**config.mk**
```make
export PLATFORM = sky130hd
export DESIGN_NAME = timer_60s_core_flat
export DESIGN_NICKNAME = d
export VERILOG_FILES = /design/src/rtl/timer_60s_pkg.sv /design/src/rtl/timer_60s_core_if.sv /design/src/rtl/seg7_decode.sv /design/src/rtl/timer_60s_core.sv /design/src/flat_wrapper.sv
export SDC_FILE = /design/constraint.sdc
export NUM_CORES = 1
export LEC_CHECK = 0
export CAP_MARGIN = 20
export CORE_ASPECT_RATIO = 0.8
export CORE_MARGIN = 4
export CORE_UTILIZATION = 45
export DETAILED_ROUTE_END_ITERATION = 6
export GPL_ROUTABILITY_DRIVEN = 0
export MAX_ROUTING_LAYER = met4
export PLACE_DENSITY_LB_ADDON = 0.1
export SETUP_SLACK_MARGIN = 0.4
export SYNTH_ARGS = -nofsm -noshare
export SYNTH_HDL_FRONTEND = slang
export SYNTH_SLANG_ARGS = --single-unit
```
**constraint.sdc**
```tcl
create_clock -name clk_50M -period 5.3 [get_ports clk_50M]
set_clock_uncertainty 0.05 [all_clocks]
set_input_delay 0.53 -clock clk_50M [delete_from_list [all_inputs] [get_ports clk_50M]]
set_output_delay 0.53 -clock clk_50M [all_outputs]
set_load 0.03 [all_outputs]
```
**src/rtl/timer_60s_pkg.sv**
```systemverilog
// Shared types and constants for the 0.0-59.9 s timer: speed table,
// seven-segment codes (active-low {g,f,e,d,c,b,a}) and digit limits.
package timer_60s_pkg;

   typedef enum logic [1:0] {
      SPD_X1  = 2'd0,
      SPD_X2  = 2'd1,
      SPD_X4  = 2'd2,
      SPD_X10 = 2'd3
   } speed_e;

   localparam int unsigned SPEED_MULT [4] = '{1, 2, 4, 10};

   localparam logic [3:0] MAX_TENS  = 4'd5;
   localparam logic [3:0] MAX_DIGIT = 4'd9;

   localparam logic [6:0] SEG_0     = 7'b1000000;
   localparam logic [6:0] SEG_1     = 7'b1111001;
   localparam logic [6:0] SEG_2     = 7'b0100100;
   localparam logic [6:0] SEG_3     = 7'b0110000;
   localparam logic [6:0] SEG_4     = 7'b0011001;
   localparam logic [6:0] SEG_5     = 7'b0010010;
   localparam logic [6:0] SEG_6     = 7'b0000010;
   localparam logic [6:0] SEG_7     = 7'b1111000;
   localparam logic [6:0] SEG_8     = 7'b0000000;
   localparam logic [6:0] SEG_9     = 7'b0010000;
   localparam logic [6:0] SEG_BLANK = 7'b1111111;

   // Terminal count: 00.0 when counting down, 59.9 when counting up.
   function automatic logic at_limit(input logic down, input logic [3:0] t,
                                     input logic [3:0] u, input logic [3:0] f);
      if (down) return (t == 4'd0) && (u == 4'd0) && (f == 4'd0);
      return (t == MAX_TENS) && (u == MAX_DIGIT) && (f == MAX_DIGIT);
   endfunction

endpackage

```
**src/rtl/timer_60s_core_if.sv**
```systemverilog
// Board-side bundle for timer_60s_core: keys/switches in, display signals out.
interface timer_60s_core_if;
   logic       ret, en, pause;
   logic       key0, key1, key2, key4, key5, key6;
   logic [3:0] ten, one;
   logic [3:0] tens;
   logic [6:0] out_ge, out_xiao;
   logic       point, led;

   modport master (
      output ret, en, pause, key0, key1, key2, key4, key5, key6, ten, one,
      input  tens, out_ge, out_xiao, point, led
   );
   modport slave (
      input  ret, en, pause, key0, key1, key2, key4, key5, key6, ten, one,
      output tens, out_ge, out_xiao, point, led
   );
endinterface

```
**src/rtl/seg7_decode.sv**
```systemverilog
// BCD to active-low seven-segment decoder; codes above 9 blank the digit.
module seg7_decode
   import timer_60s_pkg::*;
(
   input  logic [3:0] bcd,
   output logic [6:0] seg
);
   always_comb begin
      seg = SEG_BLANK;
      case (bcd)
         4'd0: seg = SEG_0;
         4'd1: seg = SEG_1;
         4'd2: seg = SEG_2;
         4'd3: seg = SEG_3;
         4'd4: seg = SEG_4;
         4'd5: seg = SEG_5;
         4'd6: seg = SEG_6;
         4'd7: seg = SEG_7;
         4'd8: seg = SEG_8;
         4'd9: seg = SEG_9;
         default: seg = SEG_BLANK;
      endcase
   end
endmodule

```
**src/rtl/timer_60s_core.sv**
```systemverilog
// 0.0-59.9 s up/down timer with preset, pause, speed and display modes.
// Define KEY_SYNC_EN to put 2-flop synchronizers on ret, keys and pause.
module timer_60s_core
   import timer_60s_pkg::*;
#(
   parameter int unsigned CLK_HZ = 50_000_000
) (
   input logic             clk_50M,
   input logic             rst,
   timer_60s_core_if.slave io
);
   localparam int unsigned CW = $clog2(CLK_HZ / 10);

   // {pause, key6, key5, key4, key2, key1, key0, ret}
   logic [7:0] raw_in, sync_in;
   assign raw_in = {io.pause, io.key6, io.key5, io.key4, io.key2, io.key1, io.key0, io.ret};

`ifdef KEY_SYNC_EN
   localparam logic [7:0] SYNC_RST = 8'h01; // ret idles high
   logic [7:0] s1_q, s1_d, s2_q, s2_d;
   always_comb begin
      s1_d = raw_in;
      s2_d = s1_q;
   end
   always_ff @(posedge clk_50M or posedge rst) begin
      if (rst) begin
         s1_q <= SYNC_RST;
         s2_q <= SYNC_RST;
      end else begin
         s1_q <= s1_d;
         s2_q <= s2_d;
      end
   end
   assign sync_in = s2_q;
`else
   assign sync_in = raw_in;
`endif

   logic       ret_n, key2;
   logic [5:0] edge_src, prev_q, prev_d, act; // {pause, key6, key5, key4, key1, key0}
   assign ret_n    = sync_in[0];
   assign key2     = sync_in[3];
   assign edge_src = {sync_in[7:4], sync_in[2:1]};
   assign act      = io.en ? (edge_src & ~prev_q) : 6'd0;

   logic [3:0] c_tens_q, c_tens_d, c_units_q, c_units_d, c_tenths_q, c_tenths_d;
   logic [3:0] pre_tens_q, pre_tens_d, pre_units_q, pre_units_d;
   logic       dir_q, dir_d, run_q, run_d, paused_q, paused_d, mode_q, mode_d, led_q, led_d;
   speed_e     speed_q, speed_d;
   logic [CW-1:0] cnt_q, cnt_d, period_m1;
   logic       tick, advance;
   logic [3:0] st_tens, st_units, st_tenths, ld_tens, ld_units;

   always_comb begin
      period_m1 = CW'(CLK_HZ / (10 * SPEED_MULT[0]) - 1);
      case (speed_q)
         SPD_X2:  period_m1 = CW'(CLK_HZ / (10 * SPEED_MULT[1]) - 1);
         SPD_X4:  period_m1 = CW'(CLK_HZ / (10 * SPEED_MULT[2]) - 1);
         SPD_X10: period_m1 = CW'(CLK_HZ / (10 * SPEED_MULT[3]) - 1);
         default: ;
      endcase
   end

   assign tick     = (cnt_q == period_m1);
   assign advance  = tick & run_q & io.en & ~paused_q & ~key2 & ~led_q;
   assign ld_tens  = (io.ten > MAX_TENS)  ? MAX_TENS  : io.ten;
   assign ld_units = (io.one > MAX_DIGIT) ? MAX_DIGIT : io.one;

   // One 0.1 s step with decimal carry/borrow.
   always_comb begin
      st_tens   = c_tens_q;
      st_units  = c_units_q;
      st_tenths = c_tenths_q;
      if (!dir_q) begin
         if (c_tenths_q == MAX_DIGIT) begin
            st_tenths = 4'd0;
            if (c_units_q == MAX_DIGIT) begin
               st_units = 4'd0;
               st_tens  = c_tens_q + 4'd1;
            end else st_units = c_units_q + 4'd1;
         end else st_tenths = c_tenths_q + 4'd1;
      end else begin
         if (c_tenths_q == 4'd0) begin
            st_tenths = MAX_DIGIT;
            if (c_units_q == 4'd0) begin
               st_units = MAX_DIGIT;
               st_tens  = c_tens_q - 4'd1;
            end else st_units = c_units_q - 4'd1;
         end else st_tenths = c_tenths_q - 4'd1;
      end
   end

   always_comb begin
      c_tens_d = c_tens_q; c_units_d = c_units_q; c_tenths_d = c_tenths_q;
      pre_tens_d = pre_tens_q; pre_units_d = pre_units_q;
      dir_d = dir_q; run_d = run_q; paused_d = paused_q;
      speed_d = speed_q; mode_d = mode_q; led_d = led_q;
      prev_d = edge_src;
      cnt_d  = tick ? '0 : cnt_q + 1'b1;
      if (!ret_n) begin
         c_tens_d = pre_tens_q; c_units_d = pre_units_q; c_tenths_d = 4'd0;
         run_d = 1'b0; led_d = 1'b0; cnt_d = '0;
      end else begin
         if (act[1]) begin dir_d = ~dir_q; led_d = 1'b0; end
         if (act[3]) begin speed_d = speed_e'(speed_q + 2'd1); cnt_d = '0; end
         if (act[4]) mode_d = ~mode_q;
         if (act[5]) paused_d = ~paused_q;
         if (act[0]) begin run_d = 1'b1; led_d = 1'b0; end
         // Load beats start, start beats a tick.
         if (act[2] && key2) begin
            c_tens_d = ld_tens; c_units_d = ld_units; c_tenths_d = 4'd0;
            pre_tens_d = ld_tens; pre_units_d = ld_units;
            led_d = 1'b0; cnt_d = '0;
         end else if (act[0]) begin
            c_tens_d = pre_tens_q; c_units_d = pre_units_q; c_tenths_d = 4'd0;
         end else if (advance) begin
            if (at_limit(dir_q, c_tens_q, c_units_q, c_tenths_q)) led_d = 1'b1;
            else begin
               c_tens_d = st_tens; c_units_d = st_units; c_tenths_d = st_tenths;
               led_d = at_limit(dir_q, st_tens, st_units, st_tenths);
            end
         end
      end
   end

   always_ff @(posedge clk_50M or posedge rst) begin
      if (rst) begin
         c_tens_q <= '0; c_units_q <= '0; c_tenths_q <= '0;
         pre_tens_q <= '0; pre_units_q <= '0;
         dir_q <= 1'b0; run_q <= 1'b0; paused_q <= 1'b0;
         speed_q <= SPD_X1; mode_q <= 1'b0; led_q <= 1'b0;
         prev_q <= '0; cnt_q <= '0;
      end else begin
         c_tens_q <= c_tens_d; c_units_q <= c_units_d; c_tenths_q <= c_tenths_d;
         pre_tens_q <= pre_tens_d; pre_units_q <= pre_units_d;
         dir_q <= dir_d; run_q <= run_d; paused_q <= paused_d;
         speed_q <= speed_d; mode_q <= mode_d; led_q <= led_d;
         prev_q <= prev_d; cnt_q <= cnt_d;
      end
   end

   logic [6:0] ge_seg, xiao_seg, ge_q, ge_d, xiao_q, xiao_d;
   logic [3:0] tens_o_q, tens_o_d;
   logic       point_q, point_d, led_o_q, led_o_d;

   seg7_decode u_ge   (.bcd(c_units_q),  .seg(ge_seg));
   seg7_decode u_xiao (.bcd(c_tenths_q), .seg(xiao_seg));

   always_comb begin
      tens_o_d = c_tens_q;
      ge_d     = ge_seg;
      xiao_d   = mode_q ? SEG_BLANK : xiao_seg;
      point_d  = ~mode_q;
      led_o_d  = led_q;
   end

   always_ff @(posedge clk_50M or posedge rst) begin
      if (rst) begin
         tens_o_q <= '0; ge_q <= SEG_0; xiao_q <= SEG_0;
         point_q <= 1'b1; led_o_q <= 1'b0;
      end else begin
         tens_o_q <= tens_o_d; ge_q <= ge_d; xiao_q <= xiao_d;
         point_q <= point_d; led_o_q <= led_o_d;
      end
   end

   assign io.tens     = tens_o_q;
   assign io.out_ge   = ge_q;
   assign io.out_xiao = xiao_q;
   assign io.point    = point_q;
   assign io.led      = led_o_q;
endmodule

```
**src/flat_wrapper.sv**
```systemverilog
// flat-port wrapper written by rule: the top's interface ports become plain ports
module timer_60s_core_flat import timer_60s_pkg::*;
#(
   parameter int unsigned CLK_HZ = 50_000_000
)
  (clk_50M, rst, io_ret, io_en, io_pause, io_key0, io_key1, io_key2, io_key4, io_key5, io_key6, io_ten, io_one, io_tens, io_out_ge, io_out_xiao, io_point, io_led);
  timer_60s_core_if io_i ();
  input logic clk_50M;
  input logic rst;
  input wire logic [$bits(io_i.ret)-1:0] io_ret;
  input wire logic [$bits(io_i.en)-1:0] io_en;
  input wire logic [$bits(io_i.pause)-1:0] io_pause;
  input wire logic [$bits(io_i.key0)-1:0] io_key0;
  input wire logic [$bits(io_i.key1)-1:0] io_key1;
  input wire logic [$bits(io_i.key2)-1:0] io_key2;
  input wire logic [$bits(io_i.key4)-1:0] io_key4;
  input wire logic [$bits(io_i.key5)-1:0] io_key5;
  input wire logic [$bits(io_i.key6)-1:0] io_key6;
  input wire logic [$bits(io_i.ten)-1:0] io_ten;
  input wire logic [$bits(io_i.one)-1:0] io_one;
  output wire logic [$bits(io_i.tens)-1:0] io_tens;
  output wire logic [$bits(io_i.out_ge)-1:0] io_out_ge;
  output wire logic [$bits(io_i.out_xiao)-1:0] io_out_xiao;
  output wire logic [$bits(io_i.point)-1:0] io_point;
  output wire logic [$bits(io_i.led)-1:0] io_led;
  assign io_i.ret = io_ret;
  assign io_i.en = io_en;
  assign io_i.pause = io_pause;
  assign io_i.key0 = io_key0;
  assign io_i.key1 = io_key1;
  assign io_i.key2 = io_key2;
  assign io_i.key4 = io_key4;
  assign io_i.key5 = io_key5;
  assign io_i.key6 = io_key6;
  assign io_i.ten = io_ten;
  assign io_i.one = io_one;
  assign io_tens = io_i.tens;
  assign io_out_ge = io_i.out_ge;
  assign io_out_xiao = io_i.out_xiao;
  assign io_point = io_i.point;
  assign io_led = io_i.led;
  timer_60s_core #(.CLK_HZ(CLK_HZ)) u_core (.clk_50M(clk_50M), .rst(rst), .io(io_i));
endmodule
```
==> results.json <==
{
  "tns_ps": 0,
  "drtIter0Drc": 192,
  "clk_pin_slew_ps": 60,
  "async_flop_share": 1.00,
  "r2r_slack_ps": 2510,
  "firstDrtPassIters": 5,
  "drc_errors": 0,
  "cp.arrival_ps": 2970,
  "viasPerCell": 5.53,
  "yosys.cell_types.count": 64,
  "core_mm2": 0.00915,
  "slew_headroom": 0.318,
  "syn_area_mm2": 0.00428,
  "yosys_warnings": 0,
  "seq_area_mm2": 0.00191,
  "cts_sinks": 76,
  "worst_path_max_delay_cell": "dfrtp_1",
  "syn_nets": 489,
  "endpoint_kind": "flop",
  "period_minus_slack_ps": 2790,
  "cp.required_ps": 5480,
  "rr_worst_depth": 9,
  "path_cells": "inv_1 -> ha_1 -> or3b_4 -> nor3_2 -> nand3_1 -> a21o_1 -> nand2_4 -> nand2_2 -> o21a_1",
  "cts_resized": 0,
  "root_buffer": "clkbuf_16",
  "p_per_area_mw_per_mm2": 389,
  "numPortBuffers": 38,
  "crit_start": "u_core.c_tenths_q[0]$_DFFE_PP0P_",
  "die_area_mm2": 0.0111,
  "antenna_found_initial": 0,
  "avgRoutedWirePerCell_um": 15.4,
  "ir_drop_uv": 196,
  "seq_area_frac_synth": 0.445,
  "cp_max_fo": 12,
  "pre_cts_slack_ps": 2510,
  "endpoint": "u_core.c_tens_q[3]$_DFFE_PP0P_",
  "dpl.hpwl_mm": 6.55,
  "cts_made_buffers": 9,
  "num_io_pins": 39,
  "slowest_delay_ps": 490,
  "tritoncts": "built",
  "hold_violations": 0,
  "status": "finished, final reports clean",
  "rsz0062_at_grt": "false",
  "first_global_vias": 3076,
  "setup_ws_ps": 2510,
  "wl_mm": 9.20,
  "syn2layout_area_growth_pct": 16.7,
  "multi_input_area_mm2": 0.00222,
  "die_w_um": 117,
  "syn_avg_cell_area_um2": 9.55,
  "slew_violations": 0,
  "postSynthCellCount": 448,
  "fill_cells": 841,
  "cts_setup_buffers": 0,
  "hold_path.class": "reg -> reg",
  "num_vias": 3312,
  "fp.dieH_um": 95.2,
  "cts_hold_repair.buffers": 0,
  "grt_max_degree": 77,
  "ys_ff_latch": 76,
  "rows": 31,
  "htree_levels": 3,
  "layout-drive-gt1-share": 0.0723,
  "diodes": 0,
  "grt_pass1_wl_mm": 15.6,
  "crit_path_start_kind": "flop",
  "clock_latency_ps": 340,
  "synth_edf_count": 0,
  "fmax_mhz": 359,
  "p_leak_nw": 2.14,
  "worst_pin_slew_ps": 1010,
  "start_util": 0.468,
  "finalSetupViolCount": 0,
  "nets": 520,
  "cts_buffer_depth": 2,
  "r2r-start": "u_core.c_tenths_q[0]$_DFFE_PP0P_",
  "synth_ff_type": "dfrtp_1",
  "min_period_over_period": 0.526,
  "max_cap_violations": 0,
  "track_usage": 0.184,
  "postRouteAntennaNets": 0,
  "r2r-end": "u_core.c_tens_q[3]$_DFFE_PP0P_",
  "overflow": 0,
  "criticalPathCategory": "reg -> reg"
}
==> cell families (layout without fill, tap and decap cells) <==
kind of cell | count (synthesis) | after routing | synth area share
buffers and inverters | 36 | 72 | 0.0368
flip-flops | 76 | 76 | 0.445
AO/OA/AOI/OAI | 99 | 99 | 0.148
adder cells (fa/ha/maj) | 22 | 22 | 0.0643
XOR/XNOR | 36 | 36 | 0.0737
multiplexers | 5 | 5 | 0.0123
AND/OR/NAND/NOR | 174 | 174 | 0.220
==> worst min-delay path by stage <==
stage               slack [ps]                        startpoint                          endpoint  depth (start not counted)
floorplan                  320          u_core.led_o_d$_DFF_PP0_           u_core.io.led$_DFF_PP0_                          0
global placement           400       u_core.paused_q$_DFFE_PP0P_       u_core.paused_q$_DFFE_PP0P_                          1
detailed placement         390          u_core.led_o_d$_DFF_PP0_           u_core.io.led$_DFF_PP0_                          0
CTS                        420       u_core.paused_q$_DFFE_PP0P_       u_core.paused_q$_DFFE_PP0P_                          1
global route               430  u_core.pre_tens_q[0]$_DFFE_PP0P_  u_core.pre_tens_q[0]$_DFFE_PP0P_                          1
finish                     410          u_core.led_o_d$_DFF_PP0_           u_core.io.led$_DFF_PP0_                          0
==> critical path: cells and delay by family (launching register included) <==
| kind | cells | cell delay, ps |
|---|---|---|
| flip-flops | 1 | 490 |
| buffers and inverters | 1 | 220 |
| AO/OA/AOI/OAI | 2 | 540 |
| AND/OR/NAND/NOR | 5 | 1070 |
| adder cells (fa/ha/maj) | 1 | 300 |
==> cell usage after synthesis (4+ instances only) <==
cell type	instances	area (um^2)
a21o_1	4	30.0
a21oi_1	28	140
a2bb2oi_1	8	70.1
a31oi_1	8	50.1
and3_1	9	56.3
and4_1	6	52.6
clkbuf_1	14	52.6
dfrtp_1	73	1830
ha_1	22	275
inv_1	17	63.8
nand2_1	34	128
nand3_1	16	80.1
nand3b_1	4	30.0
nand4_1	10	62.6
nand4b_1	4	35.0
nor2_1	53	199
nor2b_1	5	31.3
nor3_1	6	30.0
o21ai_0	22	110
o21ai_1	4	20.0
xnor2_1	19	166
xor2_1	17	149
==> area by class of cell <==
class                      instances  area share
inverter                          17      0.0128
tap                              115      0.0288
clock buffer                       9      0.0451
clock inverter                     7      0.0103
multi-input combinational        336       0.444
timing repair buffer              39      0.0777
sequential                        76       0.382
==> routing by layer <==
layer,part of all wire,vias to the layer above,global-route usage
met4,0.010,0,0.0487
met2,0.39,92,0.230
met5,0,-,-
met3,0.055,6,0.0476
met1,0.55,1562,0.288
li1,-,1652,-
==> power by group <==
part | switching (mW) | leakage [nW] | internal [mW]
combinational | 0.341 | 1.02 | 0.257
sequential | 0.0940 | 0.975 | 0.681
clock | 0.249 | 0.137 | 0.320
==> metrics by stage <==
| stage | power (mW) | cells | utilization | cell area (um^2) | hold slack (ps) |
|---|---|---|---|---|---|
| 3_5_place_dp | 1.38 | 583 | 0.515 | 4720 | 388 |
| 3_3_place_gp | 1.38 | 583 | 0.515 | 4720 | 405 |
| 2_1_floorplan | 1.18 | 448 | - | 4280 | 325 |
| 6_report | 1.94 | 599 | 0.546 | 4990 | 409 |
| 5_1_grt | 2.07 | 599 | 0.546 | 4990 | 431 |
| 4_1_cts | 1.96 | 599 | 0.546 | 4990 | 420 |
==> layout by cell type (no fill, tap or decap), types with 2 or more instances in the layout <==
cell type / synthesis / final
mux2i_1: 3 / 3
and3b_1: 2 / 2
nand3b_1: 4 / 4
nor2b_1: 5 / 5
nor4_1: 2 / 2
clkdlybuf4s50_1: 0 / 38
xnor2_1: 19 / 19
a22oi_1: 2 / 2
nand4_1: 10 / 10
nand2b_1: 3 / 3
dfstp_2: 3 / 3
nor4_2: 2 / 2
xor2_1: 17 / 17
o31ai_1: 3 / 3
clkinv_2: 0 / 3
a211oi_1: 2 / 2
a21oi_1: 28 / 28
inv_1: 17 / 16
or2_2: 3 / 3
o21ai_0: 22 / 22
and2_1: 3 / 3
nor3_1: 6 / 6
nor4b_1: 2 / 2
dfrtp_1: 73 / 73
a31oi_1: 8 / 8
o21ai_1: 4 / 4
nand2_1: 34 / 34
clkbuf_16: 0 / 9
a22o_1: 2 / 2
nand3_1: 16 / 16
nand4b_1: 4 / 4
a21o_1: 4 / 4
o21a_1: 2 / 2
ha_1: 22 / 22
mux2_2: 2 / 2
nor2_1: 53 / 53
and4_1: 6 / 6
a2bb2oi_1: 8 / 8
and3_1: 9 / 9
==> state kept, by name, indices dropped and copies added (netlist names), 4 cells and up <==
name / cells
u_core.pre_tens_q: 4
u_core.c_units_q: 4
u_core.pre_units_q: 4
u_core.io.tens: 4
u_core.c_tens_q: 4
u_core.c_tenths_q: 4
u_core.prev_q: 6
u_core.io.out_xiao: 7
u_core.cnt_q: 23
u_core.io.out_ge: 7
No activity file was read; power rests on OpenSTA's default activity.
